<file path="config.mk">
export PLATFORM = sky130hd
export DESIGN_NAME = decode_hazard_ctrl
export DESIGN_NICKNAME = d
export VERILOG_FILES = /design/src/rtl/decode_hazard_ctrl.sv
export SDC_FILE = /design/constraint.sdc
export NUM_CORES = 1
export LEC_CHECK = 0
export BUFFER_PORTS_ARGS = -buffer_cell sky130_fd_sc_hd__buf_2
export CORE_AREA = 3 3 40 42
export DETAILED_ROUTE_END_ITERATION = 10
export DIE_AREA = 0 0 43 45
export PLACE_DENSITY = 0.67
export SYNTH_ARGS = -nofsm -noshare
export SYNTH_HDL_FRONTEND = slang
export SYNTH_SLANG_ARGS = --single-unit
</file>
<file path="constraint.sdc">
create_clock -name clk -period 2.08 [get_ports clk]
set_input_delay 0.208 -clock clk [delete_from_list [all_inputs] [get_ports clk]]
set_output_delay 0.208 -clock clk [all_outputs]
set_load 0.005 [all_outputs]
</file>
<file path="src/rtl/decode_hazard_ctrl.sv">
// Decode-stage hazard/bubble controller: load-use stalls, redirect flushes.
// Ports: clk, rst (sync, active-high); D-stage operand/dest info and
//   redirect_x in; pc_hold, fd_hold, fd_kill, dx_nop, stalled out.
//   Optional HAZARD_PERF_CNT_EN adds stall_cycles / flush_cycles counters.
module decode_hazard_ctrl #(
  parameter int LOAD_USE_BUBBLES = 1,
  parameter int FLUSH_CYCLES     = 1
) (
  input  logic       clk,
  input  logic       rst,
  input  logic       valid_d,
  input  logic [4:0] rs1_d,
  input  logic [4:0] rs2_d,
  input  logic       rs1_used_d,
  input  logic       rs2_used_d,
  input  logic [4:0] rd_d,
  input  logic       reg_we_d,
  input  logic       is_load_d,
  input  logic       redirect_x,
  output logic       pc_hold,
  output logic       fd_hold,
  output logic       fd_kill,
  output logic       dx_nop,
  output logic       stalled
`ifdef HAZARD_PERF_CNT_EN
  ,
  output logic [31:0] stall_cycles,
  output logic [31:0] flush_cycles
`endif
);

  typedef enum logic [1:0] {
    RUN   = 2'd0,
    STALL = 2'd1,
    FLUSH = 2'd2
  } state_t;

  localparam logic [1:0] STALL_INIT =
    2'(LOAD_USE_BUBBLES - 1);
  localparam logic [1:0] FLUSH_INIT =
    2'(FLUSH_CYCLES - 1);
  localparam bit MULTI_STALL = LOAD_USE_BUBBLES > 1;
  localparam bit MULTI_FLUSH = FLUSH_CYCLES > 1;

  state_t     state;
  state_t     state_n;
  logic [1:0] cnt;
  logic [1:0] cnt_n;

  logic [4:0] x_rd;
  logic       x_we;
  logic       x_load;

  logic       src_hit;
  logic       hazard;

  // Only a load in X can't be forwarded in time; x0 is never a real dep.
  assign src_hit =
    (rs1_used_d & (rs1_d == x_rd)) |
    (rs2_used_d & (rs2_d == x_rd));

  assign hazard =
    x_load & x_we & (x_rd != 5'd0) &
    valid_d & src_hit;

  always_comb begin
    pc_hold = 1'b0;
    fd_hold = 1'b0;
    fd_kill = 1'b0;
    dx_nop  = 1'b0;
    stalled = 1'b0;
    state_n = state;
    cnt_n   = cnt;
    if (!rst) begin
      stalled = (state == STALL);
      if (redirect_x) begin
        // Wrong-path squash wins over any stall in progress.
        fd_kill = 1'b1;
        dx_nop  = 1'b1;
        if (MULTI_FLUSH) begin
          state_n = FLUSH;
          cnt_n   = FLUSH_INIT;
        end else begin
          state_n = RUN;
          cnt_n   = 2'd0;
        end
      end else begin
        unique case (state)
          RUN: begin
            if (hazard) begin
              pc_hold = 1'b1;
              fd_hold = 1'b1;
              dx_nop  = 1'b1;
              if (MULTI_STALL) begin
                state_n = STALL;
                cnt_n   = STALL_INIT;
              end
            end
          end
          STALL: begin
            pc_hold = 1'b1;
            fd_hold = 1'b1;
            dx_nop  = 1'b1;
            cnt_n   = cnt - 2'd1;
            if (cnt <= 2'd1) begin
              state_n = RUN;
              cnt_n   = 2'd0;
            end
          end
          FLUSH: begin
            fd_kill = 1'b1;
            dx_nop  = 1'b1;
            cnt_n   = cnt - 2'd1;
            if (cnt <= 2'd1) begin
              state_n = RUN;
              cnt_n   = 2'd0;
            end
          end
          default: begin
            state_n = RUN;
            cnt_n   = 2'd0;
          end
        endcase
      end
    end
  end

  always_ff @(posedge clk) begin
    if (rst) begin
      state <= RUN;
      cnt   <= 2'd0;
    end else begin
      state <= state_n;
      cnt   <= cnt_n;
    end
  end

  // Tracks what enters X; a bubble leaves nothing to depend on.
  always_ff @(posedge clk) begin
    if (rst || dx_nop) begin
      x_rd   <= 5'd0;
      x_we   <= 1'b0;
      x_load <= 1'b0;
    end else begin
      x_rd   <= rd_d;
      x_we   <= reg_we_d & valid_d;
      x_load <= is_load_d & valid_d;
    end
  end

`ifdef HAZARD_PERF_CNT_EN
  always_ff @(posedge clk) begin
    if (rst) begin
      stall_cycles <= 32'd0;
      flush_cycles <= 32'd0;
    end else begin
      if (pc_hold)
        stall_cycles <= stall_cycles + 32'd1;
      if (fd_kill)
        flush_cycles <= flush_cycles + 32'd1;
    end
  end
`endif

endmodule

</file>
==> summary.md <==
| Metric | Value |
|---|---|
| Htree depth | 1 |
| Filler Cell Count | 142 |
| Vias in the first global route | 398 |
| Initial antenna violation count | 0 |
| Syn. warnings | 0 |
| Crit path cell chain | xnor2_1 > nand4_1 > o22ai_4 > and3_1 > buf_2 |
| DRT iter0 DRCs | 1 |
| Cts hold-fix bufs | 0 |
| Kind of critical path | reg -> out |
| Internal power | 0.0002468 W |
| Peak supply drop | 261.7 uV |
| Seq. cell area | 140.1 um2 |
| Worst r2r path cells | 4 |
| Initial Util | 31.45% |
| Worst path max stage delay | 0.38 ns |
| Sequential power share | 44.1% |
| Number of nets with antenna violations after routing | 0 |
| # Post-CTS Setup Buffers | 0 |
| Slowest cell on crit path | dfxtp_1 |
| Crit end category | primary output |
| Drt drc | 0 |
| Via Count | 405 |
| HPWL Detailed | 752.1 um |
| Port Buffers | 26 |
| Wire per inst | 9.923 um |
| Area delta synth->final | 39.63% |
| DIE AREA | 1935 um2 |
| Worst min-delay path category | in -> reg |
| Clk pwr share | 37.1% |
| Worst-path maximum fanout | 9 |
| First-pass GRT wire length | 1.573 mm |
| Gp weighted congestion | 0.7612 |
| GRT Total Usage | 11.54% |
| Mapped Area | 404.1 um2 |
| Die X | 43 um |
| Sequential area share after synthesis | 34.67% |
| Via density | 4.451 |
| Final core utilization | 43.91% |
| Clk buf depth | 2 |
| Global route overflow | 0 |
| Clk sink count | 7 |
| Logic pwr share | 18.8% |
| Average size of a mapped cell | 8.420 um2 |
| Place WS | 0.5321 ns |
| Switching part of the total | 24.22% |
| RSZ-0062 raised after global routing | false |
| Root buffer selected by CTS | clkbuf_4 |
| Share of post-route cells with drive strength above 1 | 40.79% |
| Std-Cell Rows | 13 |
| Post-synth net total | 71 |
| Worst-path clk slew | 0.05 ns |
| Worst EP arrival | 1.58 ns |
| Routed WL | 903 um |
| Mapped Cells | 48 |
| # IOs | 28 |
| Skew final | 0.002429 ns |
| Pins over their slew limit | 0 |
| Clock latency on the worst-skew pair | 0.25 ns |
| DRT Pass-1 Iters | 2 |
| Tmin final | 1.791 ns |
| PostCTS Resize Cnt | 0 |
| TritonCTS buffer count | 3 |
| Total power | 0.0003257 W |
| Leak Pwr | 0.2580 nW |
| Synth unique cells | 16 |
| Switching pwr | 0.00007888 W |
| Worst Max-Slew Pin Slew | 0.5691 ns |
| Largest net degree at the start of global routing | 10 |
| Multi-input combinational cell area | 245.2 um2 |
| Power density over the cells | 577.1 nW/um2 |
| Status | complete, no violations |
| Antenna diodes | 0 |
| Fin nets | 100 |
| Final setup fails | 0 |
| Final worst-path setup slack | 0.2892 ns |
| WP data required | 1.87 ns |
| Max frequency | 558.4 MHz |
| Fin. Hold Viols | 0 |
| Setup_tns | 0 ns |
| Register bit total from synthesis | 7 |
| Slew HR | 62.06% |
| CTS tree | yes |
| Die height | 45 um |
| Period utilization | 86.09% |
| Core area | 1285 um2 |
| Max_cap viols | 0 |
| CP Launch Type | flip-flop |
| Hold Path Depth | 3 |
## critical path: cells and delay by family (launching register included)
family,cells,cell delay [ns]
compound gates,1,0.31
xor+xnor,1,0.14
buf+inv,1,0.12
flops,1,0.38
simple gates,2,0.40
## kinds of logic (layout without fill, tap and decap cells)
family	Yosys count	count (layout)	share of synthesized area, %
xor+xnor	10	10	21.67
flops	7	7	34.67
simple gates	17	17	21.05
compound gates	10	10	17.03
other cells	1	1	0.9279
buf+inv	3	31	4.642
## through the flow
step | instances | area, um2 | hold slack, ns
floorplan | 48 | 404.1 | 0.3241
global placement | 87 | 538.0 | 0.4358
detailed placement | 87 | 538.0 | 0.4337
CTS | 91 | 564.3 | 0.1667
global route | 91 | 564.3 | 0.1797
finish | 91 | 564.3 | 0.1744
## layout make-up
type | instances | area share [%]
Timing Repair Buffer | 26 | 23.06
Clock buffer | 4 | 4.656
Sequential cell | 7 | 24.83
Inverter | 1 | 0.6652
Multi-Input combinational cell | 38 | 43.46
Tap cell | 15 | 3.326
## state kept, by name (all words and copies together), names as in the netlist
signal and count:
x_load 1, x_rd 5, x_we 1
## layout by cell type (no fill, tap or decap), drive strengths merged
master,instances
nand3,3
nor2,2
nor2b,1
a21oi,8
xnor2,10
nand4,2
a31o,1
nand2,7
buf,26
dfxtp,7
nor3,1
clkbuf,4
and3,1
o22ai,1
conb,1
inv,1
## cells in the mapped netlist, drive strengths merged
library cell	instances	area (um2)
a21oi	8	40.04
a31o	1	8.760
and3	1	6.260
buf	2	15.01
conb	1	3.750
dfxtp	7	140.1
inv	1	3.750
nand2	7	26.28
nand3	3	15.01
nand4	2	18.77
nor2	2	7.510
nor2b	1	6.260
nor3	1	5.000
o22ai	1	20.02
xnor2	10	87.58
## power by group through the flow
stage                     sequential, W  clock (W)  combinational [W]
final                          0.000144   0.000121          0.0000611
after global routing           0.000144   0.000134          0.0000701
after CTS                      0.000144   0.000127          0.0000621
after detailed placement       0.000147          0          0.0000617
after global placement         0.000146          0          0.0000609
after floorplan                0.000146          0          0.0000344
## worst paths after layout
kind | startpoint | to | slack, ns
max | x_rd[4]$_SDFF_PP0_ | fd_hold | 0.29
min | rd_d[0] | x_rd[0]$_SDFF_PP0_ | 0.17
max reg2reg | x_rd[4]$_SDFF_PP0_ | x_we$_SDFF_PP0_ | 0.85
min reg2reg | x_load$_SDFF_PP0_ | x_rd[2]$_SDFF_PP0_ | 0.67
## routing by layer
layer / part of all wire (%) / track usage [%] / vias up
li1: - / - / 218
met1: 45 / 13.66 / 162
met2: 43 / 16.77 / 23
met3: 12 / 4.382 / 2
met4: 0.44 / 9.036 / 0
met5: 0 / 0 / -
Power figures use the tool's default switching activity.
